<file path="config.mk">
export PLATFORM = sky130hd
export DESIGN_NAME = ram_dump_tx
export DESIGN_NICKNAME = d
export VERILOG_FILES = /design/src/rtl/ram_dump_tx_pkg.sv /design/src/rtl/ram_dump_tx_uart.sv /design/src/rtl/ram_dump_tx.sv
export SDC_FILE = /design/constraint.sdc
export NUM_CORES = 1
export LEC_CHECK = 0
export CAP_MARGIN = 40
export CORE_MARGIN = 5
export CORE_UTILIZATION = 50
export DETAILED_ROUTE_END_ITERATION = 7
export DONT_BUFFER_PORTS = 1
export PLACE_DENSITY = 0.65
export SLEW_MARGIN = 10
export SYNTH_ARGS = -nofsm -noshare
export SYNTH_HDL_FRONTEND = slang
export SYNTH_HIERARCHICAL = 1
export SYNTH_SLANG_ARGS = --single-unit
</file>
<file path="constraint.sdc">
create_clock -name clk_i -period 7.5 [get_ports clk_i]
set_clock_uncertainty 0.2 [all_clocks]
set_input_delay 0.375 -clock clk_i [delete_from_list [all_inputs] [get_ports clk_i]]
set_output_delay 0.375 -clock clk_i [all_outputs]
set_load 0.03 [all_outputs]
</file>
<file path="src/rtl/ram_dump_tx_pkg.sv">
// ram_dump_tx_pkg
// Shared definitions for the RAM dump transmitter:
//   - dump_state_e   : states of the dump sequencer in ram_dump_tx
//   - calc_baud_div  : clock cycles per UART bit for a given clock and baud rate
package ram_dump_tx_pkg;

  typedef enum logic [2:0] {
    ST_IDLE,
    ST_REQ,
    ST_WAIT,
    ST_SEND,
    ST_CSUM,
    ST_DONE
  } dump_state_e;

  // Integer division; the caller must keep the result >= 2.
  function automatic int unsigned calc_baud_div(input int unsigned clk_freq,
                                                input int unsigned baud_rate);
    return clk_freq / baud_rate;
  endfunction

endpackage

</file>
<file path="src/rtl/ram_dump_tx_uart.sv">
// uart_tx_byte
// 8N1 byte transmitter with its own baud and bit counters.
// Ports:
//   clk_i    in   clock
//   rst_ni   in   synchronous active-low reset
//   valid_i  in   byte offered
//   data_i   in   byte to send, LSB first
//   ready_o  out  byte accepted when valid_i && ready_o
//   tx_o     out  serial line, idles high
module uart_tx_byte
  import ram_dump_tx_pkg::*;
#(
  parameter int unsigned CLK_FREQ  = 50_000_000,
  parameter int unsigned BAUD_RATE = 115_200
) (
  input  logic       clk_i,
  input  logic       rst_ni,
  input  logic       valid_i,
  input  logic [7:0] data_i,
  output logic       ready_o,
  output logic       tx_o
);

  localparam int unsigned BAUD_DIV = calc_baud_div(CLK_FREQ, BAUD_RATE);
  localparam int unsigned CNT_W    = $clog2(BAUD_DIV);
  localparam logic [CNT_W-1:0] BAUD_LAST = CNT_W'(BAUD_DIV - 1);
  localparam logic [3:0] STOP_BIT_IDX = 4'd9;

  logic             busy_q, busy_d;
  logic             tx_q, tx_d;
  logic [8:0]       shift_q, shift_d;
  logic [CNT_W-1:0] baud_cnt_q, baud_cnt_d;
  logic [3:0]       bit_cnt_q, bit_cnt_d;
  logic             bit_end;
  logic             frame_end;
  logic             accept;

  // ready_o also rises during the last cycle of the stop bit, so a byte
  // offered then starts its start bit on the very next cycle and frames abut.
  assign bit_end   = busy_q && (baud_cnt_q == BAUD_LAST);
  assign frame_end = bit_end && (bit_cnt_q == STOP_BIT_IDX);
  assign ready_o   = !busy_q || frame_end;
  assign accept    = valid_i && ready_o;
  assign tx_o      = tx_q;

  // Next-state for the bit sequencer. shift holds the 8 data bits with the
  // stop bit on top; the start bit is driven directly on accept.
  always_comb begin
    busy_d     = busy_q;
    tx_d       = tx_q;
    shift_d    = shift_q;
    baud_cnt_d = baud_cnt_q;
    bit_cnt_d  = bit_cnt_q;
    if (accept) begin
      busy_d     = 1'b1;
      tx_d       = 1'b0;
      shift_d    = {1'b1, data_i};
      baud_cnt_d = '0;
      bit_cnt_d  = '0;
    end else if (frame_end) begin
      busy_d     = 1'b0;
      tx_d       = 1'b1;
      baud_cnt_d = '0;
      bit_cnt_d  = '0;
    end else if (bit_end) begin
      baud_cnt_d = '0;
      bit_cnt_d  = bit_cnt_q + 4'd1;
      tx_d       = shift_q[0];
      shift_d    = {1'b1, shift_q[8:1]};
    end else if (busy_q) begin
      baud_cnt_d = baud_cnt_q + CNT_W'(1);
    end
  end

  // Register stage; reset returns the line high on the next edge.
  always_ff @(posedge clk_i) begin
    if (!rst_ni) begin
      busy_q     <= 1'b0;
      tx_q       <= 1'b1;
      shift_q    <= '0;
      baud_cnt_q <= '0;
      bit_cnt_q  <= '0;
    end else begin
      busy_q     <= busy_d;
      tx_q       <= tx_d;
      shift_q    <= shift_d;
      baud_cnt_q <= baud_cnt_d;
      bit_cnt_q  <= bit_cnt_d;
    end
  end

endmodule

</file>
<file path="src/rtl/ram_dump_tx.sv">
// ram_dump_tx
// Reads 32-bit words from the line-wide main RAM and streams them over a
// UART (8N1), least significant byte first, then one XOR checksum byte.
// Ports:
//   clk_i, rst_ni          clock, synchronous active-low reset
//   start_i                one-cycle dump request (only seen in IDLE)
//   start_addr_i           first word address
//   word_cnt_i             words to send, 0..RAM_DEPTH
//   busy_o, done_o         dump in progress / one-cycle completion pulse
//   mem_gnt_i              RAM read port granted to this block
//   mem_rd_en_o            RAM read enable
//   mem_addr_o             current word address
//   mem_rdata_i            line data, valid one cycle after mem_rd_en_o
//   uart_tx_o              serial output, idles high
module ram_dump_tx
  import ram_dump_tx_pkg::*;
#(
  parameter int unsigned CLK_FREQ         = 50_000_000,
  parameter int unsigned BAUD_RATE        = 115_200,
  parameter int unsigned CACHE_LINE_WIDTH = 128,
  parameter int unsigned RAM_DEPTH        = 32768
) (
  input  logic                          clk_i,
  input  logic                          rst_ni,
  input  logic                          start_i,
  input  logic [$clog2(RAM_DEPTH)-1:0]  start_addr_i,
  input  logic [$clog2(RAM_DEPTH):0]    word_cnt_i,
  output logic                          busy_o,
  output logic                          done_o,
  input  logic                          mem_gnt_i,
  output logic                          mem_rd_en_o,
  output logic [$clog2(RAM_DEPTH)-1:0]  mem_addr_o,
  input  logic [CACHE_LINE_WIDTH-1:0]   mem_rdata_i,
  output logic                          uart_tx_o
);

  localparam int unsigned AW             = $clog2(RAM_DEPTH);
  localparam int unsigned CW             = AW + 1;
  localparam int unsigned WORDS_PER_LINE = CACHE_LINE_WIDTH / 32;
  // byte_idx value meaning all four bytes of the word have been handed off
  localparam logic [2:0]  ALL_BYTES_SENT = 3'd4;

  dump_state_e     state_q, state_d;
  logic [AW-1:0]   addr_q, addr_d;
  logic [CW-1:0]   remaining_q, remaining_d;
  logic [31:0]     word_q, word_d;
  logic [7:0]      csum_q, csum_d;
  logic [2:0]      byte_idx_q, byte_idx_d;

  logic            tx_valid;
  logic            tx_ready;
  logic [7:0]      tx_data;
  logic [31:0]     line_word;
  int unsigned     word_off;

  assign word_off    = 32'(addr_q) % WORDS_PER_LINE;
  assign mem_addr_o  = addr_q;
  assign busy_o      = (state_q != ST_IDLE) && (state_q != ST_DONE);
  assign done_o      = (state_q == ST_DONE);
  assign mem_rd_en_o = (state_q == ST_REQ) && mem_gnt_i;

  // Pick the addressed 32-bit word out of the returned line.
  always_comb begin
    line_word = mem_rdata_i[31:0];
    for (int unsigned i = 0; i < WORDS_PER_LINE; i++) begin
      if (word_off == i) begin
        line_word = mem_rdata_i[i*32 +: 32];
      end
    end
  end

  // Dump sequencer. In SEND the word register shifts right one byte per
  // handoff so the outgoing byte is always word_q[7:0]. When the final word
  // finishes, the checksum is offered in the same cycle so it abuts byte 3;
  // CSUM then just waits for that frame to end.
  always_comb begin
    state_d     = state_q;
    addr_d      = addr_q;
    remaining_d = remaining_q;
    word_d      = word_q;
    csum_d      = csum_q;
    byte_idx_d  = byte_idx_q;
    tx_valid    = 1'b0;
    tx_data     = word_q[7:0];
    unique case (state_q)
      ST_IDLE: begin
        if (start_i) begin
          addr_d      = start_addr_i;
          remaining_d = word_cnt_i;
          csum_d      = 8'h00;
          state_d     = (word_cnt_i == '0) ? ST_DONE : ST_REQ;
        end
      end
      ST_REQ: begin
        if (mem_gnt_i) begin
          state_d = ST_WAIT;
        end
      end
      ST_WAIT: begin
        word_d     = line_word;
        byte_idx_d = '0;
        state_d    = ST_SEND;
      end
      ST_SEND: begin
        if (tx_ready) begin
          if (byte_idx_q != ALL_BYTES_SENT) begin
            tx_valid   = 1'b1;
            tx_data    = word_q[7:0];
            csum_d     = csum_q ^ word_q[7:0];
            word_d     = {8'h00, word_q[31:8]};
            byte_idx_d = byte_idx_q + 3'd1;
          end else begin
            remaining_d = remaining_q - CW'(1);
            addr_d      = addr_q + AW'(1);
            if (remaining_q == CW'(1)) begin
              tx_valid = 1'b1;
              tx_data  = csum_q;
              state_d  = ST_CSUM;
            end else begin
              state_d = ST_REQ;
            end
          end
        end
      end
      ST_CSUM: begin
        if (tx_ready) begin
          state_d = ST_DONE;
        end
      end
      ST_DONE: begin
        state_d = ST_IDLE;
      end
      default: begin
        state_d = ST_IDLE;
      end
    endcase
  end

  // State and datapath registers.
  always_ff @(posedge clk_i) begin
    if (!rst_ni) begin
      state_q     <= ST_IDLE;
      addr_q      <= '0;
      remaining_q <= '0;
      word_q      <= '0;
      csum_q      <= '0;
      byte_idx_q  <= '0;
    end else begin
      state_q     <= state_d;
      addr_q      <= addr_d;
      remaining_q <= remaining_d;
      word_q      <= word_d;
      csum_q      <= csum_d;
      byte_idx_q  <= byte_idx_d;
    end
  end

  uart_tx_byte #(
    .CLK_FREQ  (CLK_FREQ),
    .BAUD_RATE (BAUD_RATE)
  ) u_uart_tx (
    .clk_i   (clk_i),
    .rst_ni  (rst_ni),
    .valid_i (tx_valid),
    .data_i  (tx_data),
    .ready_o (tx_ready),
    .tx_o    (uart_tx_o)
  );

endmodule

</file>
### After elaboration in Yosys (flattened, before gate mapping)

Index checks and enable logic that the tools add are counted.
Widths: inputs -> output; s select.

* $add $sub $neg: 5
* equal/unequal tests: 20
* mux-type cells: 45
* bitwise gates (word level): 2
* reductions and logical operators: 22

Operators with widths (count)
* $mux 32: 5
* $pmux 32 s2: 1
* $mux 8: 7
* $mux 16: 3
* $mux 15: 3
* $pmux 16 s2: 1
* $pmux 15 s2: 1
* $mux 3: 9
* $mux 9: 3
* $eq 16x1->1 const B: 1
* $logic_not 16->1: 1
* $pmux 8 s2: 1
* $sub 16x1->16 const B: 1
* $add 15x1->15 const B: 1
* $pmux 3 s5: 1
* $ne 2x2->1 const B: 5
* $add 9x1->9 const B: 1
* $eq 9x9->1 const B: 1
* $mux 1: 9
* $reduce_and 4->1: 2
* $reduce_bool 2->1: 4
* $xor 8x8->8: 1
* $eq 3x2->1 const B: 2
* $eq 3x3->1 const B: 2
* 20 further kinds: 28

* register bits after elaboration: 101
* bits of input ports: 163
* output and inout bits: 19
* logic and storage cells: 105

### Longest topological paths before layout

Gate-level depths: netlist of the first run.

* word-level depth: 9
* depth in mapped cells: 13

### Cells and area by module

The synthesis of the first run kept the hierarchy.

By module, submodules not included
* ram_dump_tx: times used 1, cells an instance 624, area each 4907.2 um^2
* uart_tx_byte: times used 1, cells an instance 136, area each 1209.9 um^2

### Worst setup path after synthesis of the first run

Ideal clock, no wire load.

* kind: flip-flop to flip-flop
* from: register u_uart_tx.baud_cnt_q[0]
* to: register u_uart_tx.shift_q[0]
* setup time: 0.122 ns
* arrival time: 2.761 ns
* required time: 7.178 ns
* path slack: 4.418 ns
* stages on the path, launching flop included: 13
* buffers on the path: 2
* period minus slack after synthesis: 3.082 ns
* cells stage by stage: dfxtp_1 -> ha_1 -> and4b_2 -> nand3_1 -> buf_6 -> o21ai_0 -> nand4b_1 -> a21oi_1 -> inv_1 -> clkbuf_1 -> o21ai_0 -> nor2_1 -> o32a_1

* longest elaborated chain between the ends: 9
* elaborated cells between the ends (all ways): 13
* classes of those cells: eq/ne: 2; mux: 5; reduce/logical: 6

RTL lines
* start, declared: RTL line ram_dump_tx_uart.sv:32 `logic [CNT_W-1:0] baud_cnt_q, baud_cnt_d;`
* start signal, assigned: RTL line ram_dump_tx_uart.sv:87 `baud_cnt_q <= baud_cnt_d;`
* $eq 9x9->1 (*): RTL line ram_dump_tx_uart.sv:40 `assign bit_end = busy_q && (baud_cnt_q == BAUD_LAST);`
* $logic_and 1x1->1 (*): RTL line ram_dump_tx_uart.sv:40
* $logic_and 1x1->1 (*): RTL line ram_dump_tx_uart.sv:41 `assign frame_end = bit_end && (bit_cnt_q == STOP_BIT_IDX);`
* $logic_or 1x1->1 (*): RTL line ram_dump_tx_uart.sv:42 `assign ready_o = !busy_q || frame_end;`
* named net tx_ready: RTL line ram_dump_tx.sv:51 `logic tx_ready;`
* $mux 1 (*): RTL line ram_dump_tx.sv:105 `if (tx_ready) begin`
* $mux 1 (*): RTL line ram_dump_tx.sv:85 `unique case (state_q)`
* named net tx_valid: RTL line ram_dump_tx.sv:50 `logic tx_valid;`
* $logic_and 1x1->1 (*): RTL line ram_dump_tx_uart.sv:43 `assign accept = valid_i && ready_o;`
* $ne 2x2->1 (no source line) or $reduce_bool 2->1 (tied branches)
* $reduce_and 2->1 (no source line)
* end signal, assigned: RTL line ram_dump_tx_uart.sv:86 `shift_q <= shift_d;`
* end, declared: RTL line ram_dump_tx_uart.sv:31 `logic [8:0] shift_q, shift_d;`

Mark *: on every way through the listed nets, which the timed path passes. The rest lies on a longest branch.
A chain may end at the register's enable or synchronous reset.

### Worst setup path in the final report of the first run

* from: register u_uart_tx.baud_cnt_q[0]
* to: register u_uart_tx.shift_q[2]

The elaborated chain is that of the path after synthesis.

==> summary.json, run 1 <==
{
  "grt_overflow": {"value": 0},
  "total_net_switching_power": {"value": 571, "unit": "uW"},
  "drt_iter0_drc": {"value": 460},
  "main_combinational_cell_family_by_area_after_synthesis": {"value": "compound AO/OA/AOI/OAI gates"},
  "n_antenna_cell": {"value": 0},
  "number_of_synthesized_flops_with_an_enable_pin": {"value": 0},
  "clock_power_share": {"value": 31.7, "unit": "%"},
  "min_from": {"value": "mem_rdata_i[107]"},
  "numClockSinks": {"value": 101},
  "pwr_density_cell": {"value": 243, "unit": "nW/um2"},
  "ys.flop_type": {"value": "sky130_fd_sc_hd__dfxtp_1"},
  "hold_path_class": {"value": "in2reg"},
  "grt_start_max_net_pins": {"value": 65},
  "synthDistinctLibCells": {"value": 72},
  "mostFrequentLayoutCell": {"value": "sky130_fd_sc_hd__dfxtp_1"},
  "syn2layout_area_growth": {"value": 7.87, "unit": "%"},
  "startpoint_type": {"value": "register"},
  "antenna_violations_before_repair": {"value": 0},
  "avgViaCountPerCell": {"value": 6.33},
  "postSynth.asyncResetShare": {"value": 0, "unit": "%"},
  "timing_limited_maximum_frequency": {"value": 0.257, "unit": "GHz"},
  "mappedNetlistNets": {"value": 934},
  "reg2reg_to": {"value": "u_uart_tx/shift_q[2]"},
  "clock_tree.buffer_depth": {"value": 2},
  "outcome": {"value": "complete, no violations"},
  "power_frac_seq": {"value": 42.3, "unit": "%"},
  "fin_setup_tns": {"value": 0, "unit": "ps"},
  "slew_worst_pin": {"value": 1020, "unit": "ps"},
  "routed-via-count": {"value": 5596},
  "drt-pass1-iter-count": {"value": 4},
  "grt_pass1_wl": {"value": 27300, "unit": "um"},
  "synth-simple-area-share": {"value": 21.4, "unit": "%"},
  "p_int": {"value": 1.03, "unit": "mW"},
  "maxCapViolCount": {"value": 0},
  "postSynthAreaPerCell": {"value": 8.05, "unit": "um2"},
  "cts_made_buffers": {"value": 9},
  "p_leak": {"value": 2.30, "unit": "nW"},
  "synth-seq-cells": {"value": 101},
  "wl_per_cell": {"value": 19.2, "unit": "um"},
  "clk_root_buffer_cell": {"value": "sky130_fd_sc_hd__clkbuf_16"},
  "synth_compound_gate_area_share": {"value": 23.4, "unit": "%"},
  "cts_setup_buffers": {"value": 0},
  "core-area": {"value": 12000, "unit": "um2"},
  "whs_path_depth": {"value": 2},
  "post-route-drc-count": {"value": 0},
  "net_total_in_the_final_layout": {"value": 906},
  "worstSkewPairLatency": {"value": 360, "unit": "ps"},
  "dp.final_hpwl": {"value": 12700, "unit": "um"},
  "setup.reg_to_reg.worst_slack": {"value": 3610, "unit": "ps"},
  "ys.warnings.count": {"value": 6},
  "arrival_time_at_the_worst_endpoint": {"value": 3940, "unit": "ps"},
  "seq_area_frac_synth": {"value": 33.1, "unit": "%"},
  "tritoncts": {"value": "yes"},
  "xor_xnor_share_of_the_synthesized_area": {"value": 2.43, "unit": "%"},
  "timing.final.setup_violations": {"value": 0},
  "power_switching_share": {"value": 35.6, "unit": "%"},
  "h_tree_level_count": {"value": 3},
  "slew_headroom": {"value": 31.4, "unit": "%"},
  "core.rowCount": {"value": 40},
  "dp_slack": {"value": 3720, "unit": "ps"},
  "worst_setup_path_startpoint": {"value": "u_uart_tx/baud_cnt_q[0]"},
  "grt_usage": {"value": 22.9, "unit": "%"},
  "timing.setup.critical_path_class": {"value": "reg2reg"},
  "post_synth_mux_area_share": {"value": 12.4, "unit": "%"},
  "share_comb_of_total_power": {"value": 26.0, "unit": "%"},
  "initial_utilization": {"value": 50.9, "unit": "%"},
  "via_count_of_the_first_global_routing_pass": {"value": 5561},
  "count_of_input_and_output_buffers": {"value": 0},
  "die-height": {"value": 121, "unit": "um"},
  "power": {"value": 1.60, "unit": "mW"},
  "finalMaxSlewViolations": {"value": 0},
  "rsz0062_at_grt": {"value": "false"},
  "worst_hold_slack": {"value": 10.1, "unit": "ps"},
  "x_dimension_of_the_die": {"value": 121, "unit": "um"},
  "netlist_area": {"value": 6120, "unit": "um2"},
  "route.antenna.remaining_nets": {"value": 0},
  "place_congestion": {"value": 0.843},
  "critPathCaptureType": {"value": "register"},
  "die_area": {"value": 14500, "unit": "um2"},
  "io_pins": {"value": 182},
  "synth_adder_area_share": {"value": 2.25, "unit": "%"},
  "period_needed": {"value": 3890, "unit": "ps"},
  "power.ir.vdd_worst": {"value": 0.136, "unit": "mV"},
  "min_delay_worst_endpoint": {"value": "word_q[11]"},
  "layout_common_cells": {"value": "sky130_fd_sc_hd__dfxtp_1 (101), sky130_fd_sc_hd__o21ai_0 (100), sky130_fd_sc_hd__nand2_1 (93)"},
  "critical_path.reg2reg.startpoint": {"value": "u_uart_tx/baud_cnt_q[0]"},
  "maximum_fanout_encountered_on_the_critical_timing_path": {"value": 12},
  "finalWorstSetupSlack": {"value": 3610, "unit": "ps"},
  "crit_required": {"value": 7540, "unit": "ps"},
  "synth_cells": {"value": 760},
  "detail_route.wirelength": {"value": 17000, "unit": "um"},
  "final.period_utilization": {"value": 51.9, "unit": "%"},
  "final_layout_size_suffix_gt1_share": {"value": 8.01, "unit": "%"},
  "rr_worst_depth": {"value": 10},
  "clkTransAtPathRegs": {"value": 80, "unit": "ps"},
  "finalHoldViolations": {"value": 0}
}
## Yosys cell counts, drive strengths merged (5+ instances only)
cell | n | area (um2)
inv | 16 | 60.1
nor2 | 62 | 233
a211oi | 5 | 37.5
nor4 | 13 | 96.3
o32a | 8 | 80.1
o21ai | 100 | 500
a22oi | 31 | 243
o31a | 6 | 53.8
and3 | 16 | 106
nor3 | 10 | 50.1
nand3 | 18 | 95.1
or4 | 5 | 41.3
mux2 | 8 | 90.1
nand2 | 93 | 349
buf | 12 | 87.6
ha | 11 | 138
xor2 | 14 | 123
nand4 | 8 | 56.3
o22ai | 11 | 68.8
dfxtp | 101 | 2020
mux2i | 67 | 671
a21oi | 33 | 165
nand2b | 8 | 57.6
and2 | 10 | 62.6
clkbuf | 41 | 154
## flip-flops by register name, summed over array words and instances, names as in the netlist
register and flops:
mem_addr_o 15, u_uart_tx/tx_o 1, word_q 32, state_q 3
remaining_q 16, u_uart_tx/baud_cnt_q 9, byte_idx_q 3, u_uart_tx/busy_q 1
u_uart_tx/shift_q 9, csum_q 8, u_uart_tx/bit_cnt_q 4
## timing repair
action,in CTS,in global routing
gates resized for setup,0,0
endpoints found under the hold margin,18,0
hold buffers,2,0
## worst max-delay path, stage by stage, from the launching register on
cell and delay, ps:
sky130_fd_sc_hd__dfxtp_1 400, sky130_fd_sc_hd__ha_1 180, sky130_fd_sc_hd__and4b_2 240, sky130_fd_sc_hd__nand3_1 270, sky130_fd_sc_hd__o21ai_0 910, sky130_fd_sc_hd__nand4b_1 440
sky130_fd_sc_hd__a21oi_1 300, sky130_fd_sc_hd__inv_1 210, sky130_fd_sc_hd__o21ai_0 230, sky130_fd_sc_hd__nor2_1 60, sky130_fd_sc_hd__o32a_1 340
## logic make-up after synthesis
| family | after synthesis |
|---|---|
| AO/OA/AOI/OAI | 225 |
| adder cells (fa/ha/maj) | 11 |
| AND/OR/NAND/NOR | 261 |
| XOR/XNOR | 17 |
| flip-flops | 101 |
| multiplexers | 75 |
| buffers and inverters | 70 |
## layer usage
layer / up-vias / part of all wire [%] / track usage (%)
li1: 2722 / - / -
met1: 2618 / 42 / 28.0
met2: 229 / 49 / 39.9
met3: 27 / 6.6 / 5.33
met4: 0 / 2.0 / 7.44
met5: - / 0 / 0
## final cells by class
cell class / instances / area [um2]
inverter: 17 / 63.8
clock inverter: 7 / 97.6
sequential: 101 / 2020
clock buffer: 9 / 225
tap: 147 / 184
fill: 1129 / 5410
timing repair buffer: 14 / 194
multi-input combinational: 589 / 3810
## per-stage QoR
stage / cell area [um2] / util [%] / cells
after CTS: 6580 / 54.8 / 883
after global placement: 6100 / 50.8 / 856
after detailed placement: 6240 / 51.9 / 865
final: 6600 / 54.9 / 884
after floorplan: 6120 / - / 760
after global routing: 6600 / 54.9 / 884
## power groups by stage
stage          clock (mW)  sequential (mW)  combinational, mW
2_1_floorplan           0            0.664              0.326
3_3_place_gp            0            0.688              0.381
3_5_place_dp            0            0.689              0.410
4_1_cts             0.518            0.677              0.414
5_1_grt             0.540            0.686              0.464
6_report            0.508            0.678              0.417
## worst max-delay path by stage
stage                                 endpoint  slack (ps)  cells after the start
after floorplan           u_uart_tx/shift_q[0]        4420                     12
after global placement    u_uart_tx/shift_q[0]        3970                     10
after detailed placement  u_uart_tx/shift_q[2]        3720                     10
after CTS                 u_uart_tx/shift_q[2]        3690                     10
after global routing      u_uart_tx/shift_q[2]        3270                     10
final                     u_uart_tx/shift_q[2]        3610                     10
Power figures use the tool's default switching activity.
==> run 2: changes to the inputs <==
clock period = 3.8 ns   (was 7.5 ns; I/O delays follow)
==> summary.json, run 2 (synthesis results as in run 1) <==
{
  "maxCapViolCount": {"value": 0},
  "via_count_of_the_first_global_routing_pass": {"value": 6041},
  "x_dimension_of_the_die": {"value": 121, "unit": "um"},
  "max_ffs_per_register": {"value": 32},
  "p_leak": {"value": 2.67, "unit": "nW"},
  "clock_tree.buffer_depth": {"value": 2},
  "critPathCaptureType": {"value": "register"},
  "worst_setup_path_startpoint": {"value": "u_uart_tx/baud_cnt_q[0]"},
  "worstPathCellList": {"value": "ha_1 > and4b_2 > nand3_2 > o21ai_0 > buf_4 > nand4b_1 > a21oi_1 > inv_1 > nor2_1 > o311ai_0 > dlygate4sd3_1"},
  "detail_route.wirelength": {"value": 18300, "unit": "um"},
  "startpoint_type": {"value": "register"},
  "largest_register": {"value": "word_q"},
  "io_pins": {"value": 182},
  "dp.final_hpwl": {"value": 12400, "unit": "um"},
  "outcome": {"value": "complete, no violations"},
  "clkTransAtPathRegs": {"value": 70, "unit": "ps"},
  "antenna_violations_before_repair": {"value": 0},
  "wl_per_cell": {"value": 18.8, "unit": "um"},
  "cts_made_buffers": {"value": 9},
  "grt_usage": {"value": 25.0, "unit": "%"},
  "timing.final.setup_violations": {"value": 0},
  "min_from": {"value": "mem_rdata_i[89]"},
  "slew_headroom": {"value": 56.3, "unit": "%"},
  "crit_path_top_delay_cell": {"value": "sky130_fd_sc_hd__dlygate4sd3_1"},
  "h_tree_level_count": {"value": 3},
  "die-height": {"value": 121, "unit": "um"},
  "slew_worst_pin": {"value": 651, "unit": "ps"},
  "slowest_delay": {"value": 570, "unit": "ps"},
  "crit_required": {"value": 3850, "unit": "ps"},
  "grt_overflow": {"value": 0},
  "tritoncts": {"value": "yes"},
  "fin_setup_tns": {"value": 0, "unit": "ps"},
  "period_needed": {"value": 3390, "unit": "ps"},
  "global_route.peak_usage_layer": {"value": "met2"},
  "groute.layer.met2.usage": {"value": 42.8, "unit": "%"},
  "net_total_in_the_final_layout": {"value": 998},
  "power.ir.vdd_worst": {"value": 0.285, "unit": "mV"},
  "pwr_density_cell": {"value": 442, "unit": "nW/um2"},
  "finalHoldViolations": {"value": 0},
  "arrival_time_at_the_worst_endpoint": {"value": 3430, "unit": "ps"},
  "layout_common_cells": {"value": "sky130_fd_sc_hd__dfxtp_1 (101), sky130_fd_sc_hd__o21ai_0 (100), sky130_fd_sc_hd__nand2_1 (93)"},
  "rsz0062_at_grt": {"value": "false"},
  "routed-via-count": {"value": 6011},
  "place_congestion": {"value": 0.881},
  "hold_path_class": {"value": "in2reg"},
  "clk_root_buffer_cell": {"value": "sky130_fd_sc_hd__clkbuf_16"},
  "timing_limited_maximum_frequency": {"value": 0.295, "unit": "GHz"},
  "final.period_utilization": {"value": 89.1, "unit": "%"},
  "mostFrequentLayoutCell": {"value": "sky130_fd_sc_hd__dfxtp_1"},
  "power": {"value": 3.31, "unit": "mW"},
  "finalMaxSlewViolations": {"value": 0},
  "worstSkewPairLatency": {"value": 360, "unit": "ps"},
  "critical_path.reg2reg.startpoint": {"value": "u_uart_tx/baud_cnt_q[0]"},
  "route.antenna.remaining_nets": {"value": 0},
  "gr-usage-met3": {"value": 7.39, "unit": "%"},
  "count_of_input_and_output_buffers": {"value": 0},
  "grt_pass1_wl": {"value": 29600, "unit": "um"},
  "core-area": {"value": 12000, "unit": "um2"},
  "initial_utilization": {"value": 50.9, "unit": "%"},
  "drt_iter0_drc": {"value": 592},
  "core.rowCount": {"value": 40},
  "n_antenna_cell": {"value": 0},
  "final_layout_size_suffix_gt1_share": {"value": 7.72, "unit": "%"},
  "die_area": {"value": 14500, "unit": "um2"},
  "avgViaCountPerCell": {"value": 6.16},
  "post-route-drc-count": {"value": 0},
  "maximum_fanout_encountered_on_the_critical_timing_path": {"value": 12},
  "numClockSinks": {"value": 101},
  "grt_start_max_net_pins": {"value": 65},
  "met1_usage": {"value": 29.7, "unit": "%"},
  "timing.setup.critical_path_class": {"value": "reg2reg"},
  "drt-pass1-iter-count": {"value": 6},
  "syn2layout_area_growth": {"value": 22.3, "unit": "%"}
}
[run 2: per-layer routing]
metal / wire length (um) / vias up
met5: 0 / -
met4: 510 / 0
met3: 1320 / 44
met2: 9020 / 263
met1: 7490 / 2792
li1: - / 2912
[run 2: power by group]
part / switching (mW) / internal [mW] / leakage, nW
sequential: 0.173 / 1.17 / 0.821
clock: 0.444 / 0.542 / 0.153
combinational: 0.529 / 0.456 / 1.69
total: 1.15 / 2.16 / 2.67
[run 2: final cells by class]
cell class / instances / area (um2)
clock buffer: 10 / 239
clock inverter: 6 / 77.6
fill: 1018 / 4530
inverter: 17 / 63.8
multi-input combinational: 589 / 3820
sequential: 101 / 2020
tap: 147 / 184
timing repair buffer: 106 / 1080
[run 2: repair_timing]
item                                   CTS  global route
resized for setup                        0             1
setup buffers                            0             0
endpoints found under the hold margin   90             0
hold buffers                            91             0
setup endpoints to repair                0             1
[run 2: path summary, 6_finish.rpt]
check | slack, ps | endpoint | cells after the start
min | 10 | word_q[25] | 4
max | 410 | u_uart_tx/tx_o | 11
max reg2reg | 410 | u_uart_tx/tx_o | 11
min reg2reg | 260 | word_q[26] | 2
[run 2: metrics by stage]
step	setup WS (ps)	util (%)	std cells	hold slack (ps)	instance area [um2]
2_1_floorplan	718	-	760	165	6120
3_3_place_gp	673	51.3	863	93.0	6160
3_5_place_dp	538	51.8	868	93.2	6220
4_1_cts	327	62.1	975	4.87	7460
5_1_grt	171	62.3	976	32.7	7480
6_report	414	62.3	976	10.7	7480
[run 2: critical path, delay by kind of cell (launching register included)]
family          cells  cell delay (ps)
compound gates      3              640
simple gates        4              890
buf+inv             3              960
fa+ha+maj           1              170
flops               1              400
